**src/rtl/dmem_sb_pkg.sv**
```systemverilog
// dmem_sb_pkg
//   Shared definitions for the data-memory store buffer:
//     - RISC-V funct3 encodings for stores and loads
//     - entry width encoding (0=byte, 1=half, 2=word) and width_bytes()
//     - sb_entry_t, one buffered store
//     - load_width() / load_extend(), the latter used by both the
//       memory pass-through path and the forwarding path
//   Optional forwarding in the top level is enabled by DMEM_SB_FWD_EN.
package dmem_sb_pkg;

  localparam logic [2:0] F3_SB  = 3'b000;
  localparam logic [2:0] F3_SH  = 3'b001;
  localparam logic [2:0] F3_SW  = 3'b010;
  localparam logic [2:0] F3_LB  = 3'b000;
  localparam logic [2:0] F3_LH  = 3'b001;
  localparam logic [2:0] F3_LW  = 3'b010;
  localparam logic [2:0] F3_LBU = 3'b100;
  localparam logic [2:0] F3_LHU = 3'b101;

  localparam logic [1:0] W_BYTE = 2'd0;
  localparam logic [1:0] W_HALF = 2'd1;
  localparam logic [1:0] W_WORD = 2'd2;

  // Only the low 10 address bits matter: the memory aliases every 1 KB.
  typedef struct packed {
    logic [9:0]  addr;
    logic [31:0] data;
    logic [1:0]  width;
  } sb_entry_t;

  function automatic logic [2:0] width_bytes(input logic [1:0] w);
    case (w)
      W_BYTE:  return 3'd1;
      W_HALF:  return 3'd2;
      default: return 3'd4;
    endcase
  endfunction

  function automatic logic store_f3_ok(input logic [2:0] f3);
    return (f3 == F3_SB) || (f3 == F3_SH) || (f3 == F3_SW);
  endfunction

  // Unknown load encodings are treated as word-sized so the hazard
  // check stays conservative.
  function automatic logic [1:0] load_width(input logic [2:0] f3);
    case (f3)
      F3_LB, F3_LBU: return W_BYTE;
      F3_LH, F3_LHU: return W_HALF;
      F3_LW:         return W_WORD;
      default:       return W_WORD;
    endcase
  endfunction

  // raw holds the addressed byte in bits [7:0].
  function automatic logic [31:0] load_extend(input logic [2:0] f3,
                                              input logic [31:0] raw);
    case (f3)
      F3_LB:   return {{24{raw[7]}}, raw[7:0]};
      F3_LH:   return {{16{raw[15]}}, raw[15:0]};
      F3_LBU:  return {24'h0, raw[7:0]};
      F3_LHU:  return {16'h0, raw[15:0]};
      default: return raw;
    endcase
  endfunction

endpackage

```
**src/rtl/sb_overlap_chk.sv**
```systemverilog
// sb_overlap_chk
//   Byte-footprint overlap test between two accesses in the 1 KB aliased
//   address space (10-bit wrap arithmetic).
//   Ports:
//     a_addr/a_width  first access (address, width code)
//     b_addr/b_width  second access
//     overlap         1 when any byte is shared
module sb_overlap_chk
  import dmem_sb_pkg::*;
(
  input  logic [9:0] a_addr,
  input  logic [1:0] a_width,
  input  logic [9:0] b_addr,
  input  logic [1:0] b_width,
  output logic       overlap
);

  logic [9:0] dist_ab;
  logic [9:0] dist_ba;

  // Two contiguous cyclic byte ranges intersect exactly when the start of
  // one falls inside the other; modular distances handle the wrap at 0x3FF.
  assign dist_ab = b_addr - a_addr;
  assign dist_ba = a_addr - b_addr;
  assign overlap = (dist_ab < {7'd0, width_bytes(a_width)}) ||
                   (dist_ba < {7'd0, width_bytes(b_width)});

endmodule

```
**src/rtl/dmem_store_buffer.sv**
```systemverilog
// dmem_store_buffer
//   FIFO store buffer between MEM-stage issue and the 1 KB data memory.
//   Stores queue here and drain one per cycle to the synchronous write
//   port; loads use the combinational read port with priority over draining,
//   and stall while they touch any buffered byte. A starvation counter
//   forces a drain after STARVE_LIMIT consecutive blocked cycles.
//   Optional macro DMEM_SB_FWD_EN: forward from the youngest overlapping
//   entry when it starts at the load address and is at least as wide.
//   Ports:
//     clk, rst                          clock, async active-high reset
//     st_valid/st_ready, st_funct3,
//     st_addr, st_data                  store request channel
//     ld_valid, ld_funct3, ld_addr,
//     ld_data, ld_stall                 combinational load channel
//     dm_mem_read, dm_mem_write,
//     dm_funct3, dm_addr,
//     dm_write_data, dm_read_data       data memory port
//     sb_empty, sb_count                occupancy status
//   Handshake: a store transfers on any rising edge with st_valid && st_ready;
//   st_ready depends only on registered occupancy. Stores with an unknown
//   funct3 still complete the handshake but are discarded.
module dmem_store_buffer
  import dmem_sb_pkg::*;
#(
  parameter int DEPTH        = 4,
  parameter int STARVE_LIMIT = 8
) (
  input  logic                     clk,
  input  logic                     rst,
  input  logic                     st_valid,
  output logic                     st_ready,
  input  logic [2:0]               st_funct3,
  input  logic [31:0]              st_addr,
  input  logic [31:0]              st_data,
  input  logic                     ld_valid,
  input  logic [2:0]               ld_funct3,
  input  logic [31:0]              ld_addr,
  output logic [31:0]              ld_data,
  output logic                     ld_stall,
  output logic                     dm_mem_read,
  output logic                     dm_mem_write,
  output logic [2:0]               dm_funct3,
  output logic [31:0]              dm_addr,
  output logic [31:0]              dm_write_data,
  input  logic [31:0]              dm_read_data,
  output logic                     sb_empty,
  output logic [$clog2(DEPTH):0]   sb_count
);

  localparam int PW = $clog2(DEPTH);
  localparam int CW = PW + 1;
  localparam int SW = $clog2(STARVE_LIMIT + 1);

  sb_entry_t     entries [DEPTH];
  logic [PW-1:0] head;
  logic [PW-1:0] tail;
  logic [CW-1:0] count;
  logic [SW-1:0] starve_cnt;

  logic [DEPTH-1:0] entry_valid;
  logic [DEPTH-1:0] entry_ovl;
  logic [1:0]       ld_width;
  logic             buf_empty;
  logic             push;
  logic             ld_act;
  logic             hazard;
  logic             force_drain;
  logic             fwd_ok;
  logic             load_ok;
  logic             drain;
  sb_entry_t        head_entry;

  logic unused_st_addr_hi;
  assign unused_st_addr_hi = ^st_addr[31:10];

  assign buf_empty  = (count == '0);
  assign st_ready   = (count != CW'(DEPTH));
  assign sb_empty   = buf_empty;
  assign sb_count   = count;
  assign push       = st_valid && st_ready && store_f3_ok(st_funct3);
  assign head_entry = entries[head];

  // Loads are ignored while reset is held so every output sits at zero.
  assign ld_act   = ld_valid && !rst;
  assign ld_width = load_width(ld_funct3);

  for (genvar i = 0; i < DEPTH; i++) begin : g_ent
    logic [PW-1:0] age;
    assign age            = PW'(i) - head;
    assign entry_valid[i] = ({1'b0, age} < count);

    sb_overlap_chk u_ovl (
      .a_addr  (entries[i].addr),
      .a_width (entries[i].width),
      .b_addr  (ld_addr[9:0]),
      .b_width (ld_width),
      .overlap (entry_ovl[i])
    );
  end

  assign hazard      = ld_act && |(entry_valid & entry_ovl);
  assign force_drain = !buf_empty && (starve_cnt == SW'(STARVE_LIMIT));

`ifdef DMEM_SB_FWD_EN
  logic [PW-1:0] fwd_idx;
  logic          fwd_hit;
  sb_entry_t     fwd_entry;

  // Walk oldest to youngest so the last overlapping entry wins.
  always_comb begin
    fwd_idx   = '0;
    fwd_hit   = 1'b0;
    fwd_entry = '0;
    for (int k = 0; k < DEPTH; k++) begin
      fwd_idx = head + PW'(k);
      if ((CW'(k) < count) && entry_ovl[fwd_idx]) begin
        fwd_hit   = 1'b1;
        fwd_entry = entries[fwd_idx];
      end
    end
  end

  // Same start address plus width >= load width means the load lies
  // entirely inside the entry, starting at its data bit 0.
  assign fwd_ok = hazard && fwd_hit &&
                  (fwd_entry.addr == ld_addr[9:0]) &&
                  (fwd_entry.width >= ld_width);
`else
  assign fwd_ok = 1'b0;
`endif

  // A forced drain takes the port and stalls any load that cycle.
  assign load_ok      = ld_act && !force_drain && (!hazard || fwd_ok);
  assign drain        = !buf_empty && !load_ok;
  assign ld_stall     = ld_act && !load_ok;
  assign dm_mem_read  = ld_act && !force_drain && !hazard;
  assign dm_mem_write = drain;

`ifdef DMEM_SB_FWD_EN
  assign ld_data = dm_mem_read        ? load_extend(ld_funct3, dm_read_data) :
                   (load_ok && fwd_ok) ? load_extend(ld_funct3, fwd_entry.data) :
                   32'h0;
`else
  assign ld_data = dm_mem_read ? load_extend(ld_funct3, dm_read_data) : 32'h0;
`endif

  always_comb begin
    dm_funct3     = 3'b000;
    dm_addr       = 32'h0;
    dm_write_data = 32'h0;
    if (drain) begin
      dm_funct3     = {1'b0, head_entry.width};
      dm_addr       = {22'h0, head_entry.addr};
      dm_write_data = head_entry.data;
    end else if (dm_mem_read) begin
      dm_funct3 = ld_funct3;
      dm_addr   = ld_addr;
    end
  end

  always_ff @(posedge clk or posedge rst) begin
    if (rst) begin
      head       <= '0;
      tail       <= '0;
      count      <= '0;
      starve_cnt <= '0;
    end else begin
      if (push) tail <= tail + PW'(1);
      if (drain) head <= head + PW'(1);
      case ({push, drain})
        2'b10:   count <= count + CW'(1);
        2'b01:   count <= count - CW'(1);
        default: ;
      endcase
      // Never passes STARVE_LIMIT: reaching it forces a drain, which clears it.
      if (buf_empty || drain) starve_cnt <= '0;
      else                    starve_cnt <= starve_cnt + SW'(1);
    end
  end

  // Entry storage needs no reset: validity comes from head/count.
  always_ff @(posedge clk) begin
    if (push) begin
      entries[tail] <= '{addr: st_addr[9:0], data: st_data, width: st_funct3[1:0]};
    end
  end

endmodule

```
**config.mk**
```make
export PLATFORM = sky130hd
export DESIGN_NAME = dmem_store_buffer
export DESIGN_NICKNAME = d
export VERILOG_FILES = /design/src/rtl/dmem_sb_pkg.sv /design/src/rtl/sb_overlap_chk.sv /design/src/rtl/dmem_store_buffer.sv
export SDC_FILE = /design/constraint.sdc
export NUM_CORES = 1
export LEC_CHECK = 0
export ABC_AREA = 1
export CORE_ASPECT_RATIO = 1.2
export CORE_MARGIN = 5
export CORE_UTILIZATION = 45
export DETAILED_ROUTE_END_ITERATION = 6
export PLACE_DENSITY = 0.69
export SYNTH_ARGS = -nofsm -noshare
export SYNTH_HDL_FRONTEND = slang
export SYNTH_SLANG_ARGS = --single-unit
```
**constraint.sdc**
```tcl
create_clock -name clk -period 10.9 [get_ports clk]
set_input_delay 1.09 -clock clk [delete_from_list [all_inputs] [get_ports clk]]
set_output_delay 1.09 -clock clk [all_outputs]
set_load 0.03 [all_outputs]
```
# --- After elaboration in Yosys (flattened, before gate mapping) ---
# Memories as Yosys holds them, arrays and structs flattened.
# Cells that the tools add are included.
classes:
  n_addsub: 17
  n_mul: 0
  div_mod_pow: 0
  magnitude_cmp: 12
  eq_ne: 14
  shift: 0
  muxes: 17
  bitwise: 1
  reduce_logical: 33
op_table:
  columns: ["operator", "count"]
  rows:
  - ["$mux 32", 4]
  - ["$pmux 32 s4", 1]
  - ["$lt 10x3->1", 8]
  - ["$sub 10x10->10", 8]
  - ["$pmux 3 s2", 6]
  - ["$eq 2x1->1 const B", 6]
  - ["$lt 2x3->1", 4]
  - ["$logic_not 2->1", 5]
  - ["$logic_and 1x1->1", 9]
  - ["$logic_not 3->1", 3]
  - ["$logic_or 1x1->1", 7]
  - ["$eq 3x1->1 const B", 2]
  - ["$eq 3x3->1 const B", 2]
  - ["$mux 3", 2]
  - ["$logic_not 1->1", 5]
  - ["$add 2x1->2 const B", 2]
  - ["$add 4x1->4 const B", 1]
  - ["$and 4x4->4", 1]
  - ["$eq 4x4->1 const B", 1]
  - ["$mux 4", 1]
  - ["$pmux 2 s2", 1]
  - ["$reduce_or 2->1", 2]
  - ["$reduce_or 4->1", 1]
  - ["$sub 1x2->2 const A", 2]
  - ["other kinds (8)", 10]
totals:
  register_bits: 11
  latch_bits: 0
  ramBits: 176
  rom_bits: 0
  in_bits: 138
  out_inout_bits: 107
  elab_cells: 99
  n_memories: 1
memory_table:
  columns: ["memory", "words", "word_bits", "rd", "rd_ports_with_merged_regs", "write_ports", "line_no", "text"]
  rows:
  - ["entries", 4, 44, 5, 0, 1, "dmem_store_buffer.sv:54", "sb_entry_t entries [DEPTH];"]

# --- Depth between registers and ports, before layout ---
# Gate-level depths: netlist (run 1).
depth:
  depth_word: 16
  mapped_depth: 27

# --- By module ---
# Synthesis (run 1) repeated with hierarchy kept, for this count alone.
unflattened:
  hier_cells: 1603
  hier_area_um2: 12919.9
modules_own_cells:
  columns: ["module", "n_inst", "cells_per_inst", "area_each_um2", "seq_area_each_um2"]
  rows:
  - ["dmem_store_buffer", 1, 687, 8135.3, 5560.3]
  - ["sb_overlap_chk", 4, 229, 1196.1, 0.0]

# --- Least setup slack after synthesis (run 1) ---
# Ideal clock, no wire load.
synth_path:
  kind: "input to output"
  start: "input port ld_addr[0]"
  end: "output port ld_data[16]"
  arrival_ns: 3.767
  path_slack_ns: 6.043
  path_stages: 19
  n_path_buf: 1
  cell_sequence: "inv_1 -> ha_1 -> inv_1 -> fa_1 -> xor2_1 -> ha_1 -> inv_1 -> a21oi_1 -> nand2_1 -> nand3_1 -> nor2_1 -> nand2_1 -> nand2_1 -> nand2_1 -> nand2_1 -> nor2_2 -> nand2_4 -> buf_2 -> nor3_1"
synth_via:
  elab_chain_cells: 9
synth_rtl:
  columns: ["item", "line_no", "text"]
  rows:
  - ["from (decl)", "dmem_store_buffer.sv:37", "input logic [31:0] ld_addr,"]
  - ["$sub 10x10->10, on equally long branches", "sb_overlap_chk.sv:23, sb_overlap_chk.sv:24", null]
  - ["$lt 10x3->1, on equally long branches", "sb_overlap_chk.sv:25, sb_overlap_chk.sv:26", null]
  - ["$logic_or 1x1->1", "sb_overlap_chk.sv:25", "assign overlap = (dist_ab < {7'd0, width_bytes(a_width)}) ||"]
  - ["$and 4x4->4 (*)", "dmem_store_buffer.sv:101", "assign hazard = ld_act && |(entry_valid & entry_ovl);"]
  - ["$reduce_or 4->1 (*)", "dmem_store_buffer.sv:101", null]
  - ["$logic_and 1x1->1 (*)", "dmem_store_buffer.sv:101", null]
  - ["$logic_not 1->1 (*)", "dmem_store_buffer.sv:136", "assign dm_mem_read = ld_act && !force_drain && !hazard;"]
  - ["$logic_and 1x1->1 (*)", "dmem_store_buffer.sv:136", null]
  - ["$mux 32 (*)", "dmem_store_buffer.sv:144", "assign ld_data = dm_mem_read ? load_extend(ld_funct3, dm_read_data) : 32'h0;"]
  - ["to (decl)", "dmem_store_buffer.sv:38", "output logic [31:0] ld_data,"]
# Mark *: on every way between the ends. The rest lies on a longest branch, timed or not.

# --- Worst setup path after layout (run 1) ---
layout_path:
  start: "input port ld_addr[1]"
  end: "output port dm_addr[1]"
layout_via:
  elab_chain_cells: 11
layout_rtl:
  columns: ["item", "line_no", "text"]
  rows:
  - ["$sub 10x10->10, on equally long branches", "sb_overlap_chk.sv:23, sb_overlap_chk.sv:24", null]
  - ["$lt 10x3->1, on equally long branches", "sb_overlap_chk.sv:25, sb_overlap_chk.sv:26", null]
  - ["$logic_or 1x1->1", "sb_overlap_chk.sv:25", null]
  - ["$and 4x4->4", "dmem_store_buffer.sv:101", null]
  - ["$reduce_or 4->1", "dmem_store_buffer.sv:101", null]
  - ["$logic_and 1x1->1", "dmem_store_buffer.sv:101", null]
  - ["$logic_not 1->1", "dmem_store_buffer.sv:133, dmem_store_buffer.sv:136", null]
  - ["$logic_and 1x1->1", "dmem_store_buffer.sv:133, dmem_store_buffer.sv:136", null]
  - ["$logic_not 1->1", "dmem_store_buffer.sv:134", "assign drain = !buf_empty && !load_ok;"]
  - ["$logic_and 1x1->1", "dmem_store_buffer.sv:134", null]
  - ["$mux 32 (*)", "dmem_store_buffer.sv:151", "if (drain) begin"]
  - ["to (decl)", "dmem_store_buffer.sv:43", "output logic [31:0] dm_addr,"]
# Marked as above.

==> impl_metrics.toml, run 1 <==
[yosys]
synth_area_leaders = "edfxtp_1 43%, nand2_1 11%, ha_1 10%"
synth_most_common_cell = "nand2_1"
synth_cells = 1454
synth_edf_count = 176
synthDistinctLibCells = 42
synthArstFlopShare_pct = 5.88
ys_ff_latch = 187
synth_top_cell_area_share_pct = 42.7
ys_seq_area_share_pct = 45.0
yosysTopAreaCell = "edfxtp_1"
synthTopCellsByCount = "377 x nand2_1, 243 x inv_1, 176 x edfxtp_1"
synth_area_um2 = 12400
synth-main-ff-cell = "edfxtp_1"
syn-num-nets = 1700
syn_avg_cell_area_um2 = 8.50
yosysWarningCount = 0

[timing]
tightest_slew_ps = 1070
maxSlewViolCount = 0
fin_skew_ps = 13.1
setup_slack_ps = 3670
hold_ws_ps = 504
hold_viol = 0
setup_violations = 0
fin_crit_sh_pct = 66.3
tns_ps = 0
rsz0062_at_grt = "no"
slew_headroom_pct = 28.3
fin_crit_ps = 7230
max_freq_mhz = 138

[setup_path]
crit_chain = "clkdlybuf4s50_1 -> inv_1 -> fa_1 -> xor2_1 -> ha_1 -> nand2_1 -> nand2_1 -> nor2_1 -> nand2_1 -> nor2_1 -> nand3_1 -> nand2_1 -> nand2_1 -> nand2_4 -> inv_2 -> nand2_4 -> nand3_1 -> nand2_1 -> clkdlybuf4s50_1"
cp_max_fo = 69
endpoint_kind = "output port"
path_delay_family = "buffers and inverters"
critPathKind = "in -> out"
r2r_start = "head[1]"
critPathBufInv = 4
cp.arrival_ps = 6140
cp_slowest_cell = "clkdlybuf4s50_1"
critPathMaxStageDelay_ps = 960
cpMostUsedCell = "nand2_1"
worstPathRequired_ps = 9810
cp-start-kind = "primary input"
critPathLaunch = "ld_addr[1]"

[drt]
wl_mm = 35.9
drc = 2
num_vias = 10600
dr.pass1.iters = 7
drtIter0Drc = 731
wire_per_inst_um = 17.8
ant_nets = 0
viasPerCell = 5.23

[die]
ios = 245
num_rows = 66
fp.dieH_um = 192
start_util_pct = 45.6
fp.dieArea_um2 = 30900
core_um2 = 27100
fp.dieW_um = 161

[cts]
cts_root_buffer = "clkbuf_16"
cts_hold_buf = 0
clkLatencyLatePin_ps = 430
numCtsBuffers = 17
cts_tree = "done"
cts_resized = 0
clk_pin_slew_ps = 70
htreeDepth = 4
clk_path_buf_depth = 2
cts_sinks = 187
postCtsSetupRepairBufs = 0

[hold_path]
min_path_type = "reg -> reg"
min_from = "starve_cnt[0]"

[power]
p_per_area_nw_per_um2 = 189
finalPower_uw = 2940
ir_worst_vdd_v = 0.000180
leakagePower_uw = 0.00696

[run_status]
status = "finished, violations left"
violations = "design-rule violations"

[placed_design]
post-dp-hpwl_mm = 26.6
place_ws_ps = 3640
globalplace.congestion = 0.944
dpl_cell_area_um2 = 14900
portBuffers = 222

[layout]
layout-drive-gt1-share_pct = 4.71
postLayoutCellArea_um2 = 15500
syn2layout_area_growth_pct = 25.6
layout.nets = 1910

[grt]
track_usage_pct = 23.1
grt_remaining_overflow = 0
grt_first_pass_wirelength_mm = 56.7
grt_max_degree = 70
antenna_found_initial = 1
grt_pass1_vias = 10900

[job]
cap_violations = 0
## sequential cells by signal, indices dropped and copies added (netlist names)
| name | flops |
|---|---|
| entries | 176 |
| head | 2 |
| sb_count | 3 |
| starve_cnt | 4 |
| tail | 2 |
## through the flow
| stage | cells | util (%) |
|---|---|---|
| after floorplan | 1454 | - |
| after global placement | 1985 | 55.1 |
| after detailed placement | 1985 | 55.1 |
| after CTS | 2017 | 57.3 |
| after global routing | 2017 | 57.3 |
| final | 2018 | 57.3 |
## cells in the final DEF (no fill, tap or decap), types with 4 or more instances in the layout
cell type,instances
inv_1,243
dfrtp_1,11
a22o_1,32
or2_2,4
nor2_1,129
fa_1,9
nand3_1,111
clkbuf_16,17
nor2_2,16
xnor2_1,6
buf_4,8
clkinv_8,6
nor2_4,7
xor2_1,14
a22oi_1,13
o21ai_0,9
a21oi_1,47
ha_1,99
edfxtp_1,176
nand4_1,20
clkdlybuf4s50_1,222
a221oi_1,32
o221ai_1,11
nor3_1,18
nand2_1,377
nand3b_1,4
## power breakdown
group,internal [µW],switching (µW),leakage (µW)
Sequential,856,40.3,0.00173
Clock,311,311,0.000292
Combinational,534,889,0.00494
Total,1700,1240,0.00696
## worst paths after layout
| check | to | slack (ps) | cells past startpoint |
|---|---|---|---|
| worst min-delay path | starve_cnt[0] | 500 | 1 |
| worst max register to register | sb_count[1] | 6370 | 16 |
| worst min register to register | starve_cnt[0] | 500 | 1 |
| min in group asynchronous | sb_count[1] | 1030 | 2 |
| worst max-delay path | dm_addr[1] | 3670 | 19 |
| max in group asynchronous | starve_cnt[0] | 9540 | 2 |
## layout make-up
type	count	area, µm²
Sequential cell	187	5560
Multi-Input combinational cell	979	5720
Antenna cell	1	2.50
Clock inverter	14	175
Fill cell	2453	11600
Tap cell	340	425
Timing Repair Buffer	230	2280
Inverter	249	935
Clock buffer	18	429
## worst reg2reg max path: cells and delay by family, from the launching register on
family | cells | cell delay (ps)
flip-flops | 1 | 490
adder cells (fa/ha/maj) | 3 | 930
buffers and inverters | 5 | 810
AND/OR/NAND/NOR | 5 | 1170
AO/OA/AOI/OAI | 3 | 1040
## kinds of logic after synthesis
group / count (synthesis) / synth area share [%]
buffers and inverters: 288 / 9.22
XOR/XNOR: 20 / 1.42
flip-flops: 187 / 45.0
AO/OA/AOI/OAI: 156 / 9.21
AND/OR/NAND/NOR: 695 / 23.7
adder cells (fa/ha/maj): 108 / 11.5
## routing by layer
| layer | vias up | global-route usage (%) | routed length (µm) |
|---|---|---|---|
| met4 | 2 | 7.29 | 768 |
| met1 | 4940 | 28.4 | 14600 |
| li1 | 5239 | - | - |
| met2 | 323 | 41.2 | 18100 |
| met5 | - | 0 | 13 |
| met3 | 54 | 4.44 | 2350 |
(Power assumes the default switching activity.)
==> inputs of run 2 (changes only) <==
- clock period: 10.9 -> 7.5 ns (I/O delays scaled with it)
==> run 2 against run 1 <==
  * The flow now finishes without violations
  * Worst hold slack worse by 12 ps
  * Global-route usage down 0.18 points
  * Sequential power is 45% higher
  * Cell area rose by 0.23%
  * Utilization is 0.13 points higher
  * Final cell count grew 0.15%
  * Setup slack worse by 2500 ps
  * Critical path depth is 1 higher
  * Non-clock buffer count increased by 3
  * Total power grew 46%
  * Critical path type unchanged
  * Critical endpoint is now ld_data[17]
  * Largest power group unchanged
  * Highest routed layer unchanged
==> impl_metrics.toml, run 2 (same netlist as run 1, synthesis figures left out) <==
[timing]
setup_violations = 0
tightest_slew_ps = 1030
rsz0062_at_grt = "no"
hold_viol = 0
tns_ps = 0
slew_headroom_pct = 31.2
max_freq_mhz = 159
fin_crit_sh_pct = 83.8
fin_skew_ps = 17.9
maxSlewViolCount = 0
fin_crit_ps = 6280

[grt]
grt_pass1_vias = 10600
track_usage_pct = 22.9
grt_first_pass_wirelength_mm = 56.0
grt_max_degree = 70
grt_remaining_overflow = 0
antenna_found_initial = 1

[cts]
clkLatencyLatePin_ps = 440
clk_path_buf_depth = 2
cts_tree = "done"
clk_pin_slew_ps = 70
cts_resized = 0
htreeDepth = 4
cts_root_buffer = "clkbuf_16"
cts_sinks = 187
cts_hold_buf = 0
numCtsBuffers = 17
postCtsSetupRepairBufs = 0

[hold_path]
whs_path_depth = 1
min_path_type = "reg -> reg"

[layout]
postLayoutCellArea_um2 = 15600
final_common_cell = "nand2_1"
largest_reg_flops = 176
final_cells = 2021
layout-drive-gt1-share_pct = 4.88
final_cell_mix = "377 x nand2_1, 243 x inv_1, 222 x clkdlybuf4s50_1"
syn2layout_area_growth_pct = 25.9
largest-register = "entries"
layout.nets = 1913
nFillCells = 2417

[die]
fp.dieH_um = 192
fp.dieArea_um2 = 30900
start_util_pct = 45.6
core_um2 = 27100
ios = 245
fp.dieW_um = 161
num_rows = 66

[drt]
ant_nets = 0
drtIter0Drc = 818
drc = 0
dr.pass1.iters = 5
num_vias = 10600
wl_mm = 36.3
wire_per_inst_um = 18.0
viasPerCell = 5.25

[setup_path]
cpMostUsedCell = "nand2_1"
cp_slowest_cell = "clkdlybuf4s50_1"
critPathMaxStageDelay_ps = 750
r2r_setup_slack_ps = 3200
cp-start-kind = "primary input"
crit_chain = "clkdlybuf4s50_1 -> inv_1 -> ha_1 -> inv_1 -> fa_1 -> xor2_1 -> ha_1 -> inv_1 -> nor2_1 -> nand2_1 -> nand3_1 -> nor2_1 -> nand2_1 -> nand2_1 -> nand2_1 -> nand2_1 -> nor2_2 -> nand2_4 -> nor3_1 -> clkdlybuf4s50_1"
critPathBufInv = 5
cp.depth = 20
critPathKind = "in -> out"
path_delay_family = "buffers and inverters"
cp.arrival_ps = 5530
endpoint_kind = "output port"
reg2regPathDepth = 16
worstPathRequired_ps = 6750
cp_max_fo = 69

[placed_design]
dpl_cell_area_um2 = 14900
post-dp-hpwl_mm = 27.0
portBuffers = 222
placed_cells = 1988
globalplace.congestion = 0.970

[power]
p_per_area_nw_per_um2 = 275
ir_worst_vdd_v = 0.000254
finalPower_uw = 4280
leakagePower_uw = 0.00698

[job]
cap_violations = 0

[run_status]
status = "complete, no violations"
## run 2: path summary, 6_finish.rpt
kind,to,from
worst max-delay path,ld_data[17],ld_addr[0]
worst min-delay path,starve_cnt[0],starve_cnt[0]
worst max register to register,sb_count[1],head[1]
worst min register to register,starve_cnt[0],starve_cnt[0]
max in group asynchronous,starve_cnt[2],rst
min in group asynchronous,sb_count[1],rst
## run 2: report_power, final
group / internal, µW / total (µW) / switching (µW)
clock: 455 / 909 / 454
combinational: 779 / 2070 / 1300
sequential: 1240 / 1300 / 57.3
## run 2: metrics by stage
| step | hold slack [ps] | setup slack (ps) | utilization, % |
|---|---|---|---|
| after floorplan | 453 | 3320 | - |
| after global placement | 482 | 1380 | 55.2 |
| after detailed placement | 484 | 1340 | 55.2 |
| after CTS | 494 | 1280 | 57.4 |
| after global routing | 516 | 1070 | 57.4 |
| final | 492 | 1220 | 57.5 |
## run 2: metal layers
metal  track usage [%]  wire [µm]  share of wire (%)  vias up
met5                 0          7              0.019        -
met4              7.81       1070                3.0        2
met3              4.42       2500                6.9       72
met2              40.6      18000                 50      380
met1              28.2      14800                 41     4906
li1                  -          -                  -     5250
## run 2: area by class of cell
class	instances	area [µm²]	share of cell area (%)
multi-input cells	979	5720	36.7
clock inverters	15	191	1.23
inverters	249	935	6.01
repair buffers	233	2300	14.8
well taps	340	425	2.73
flip-flops and latches	187	5560	35.7
diodes	1	2.50	0.0161
clock buffers	17	425	2.73
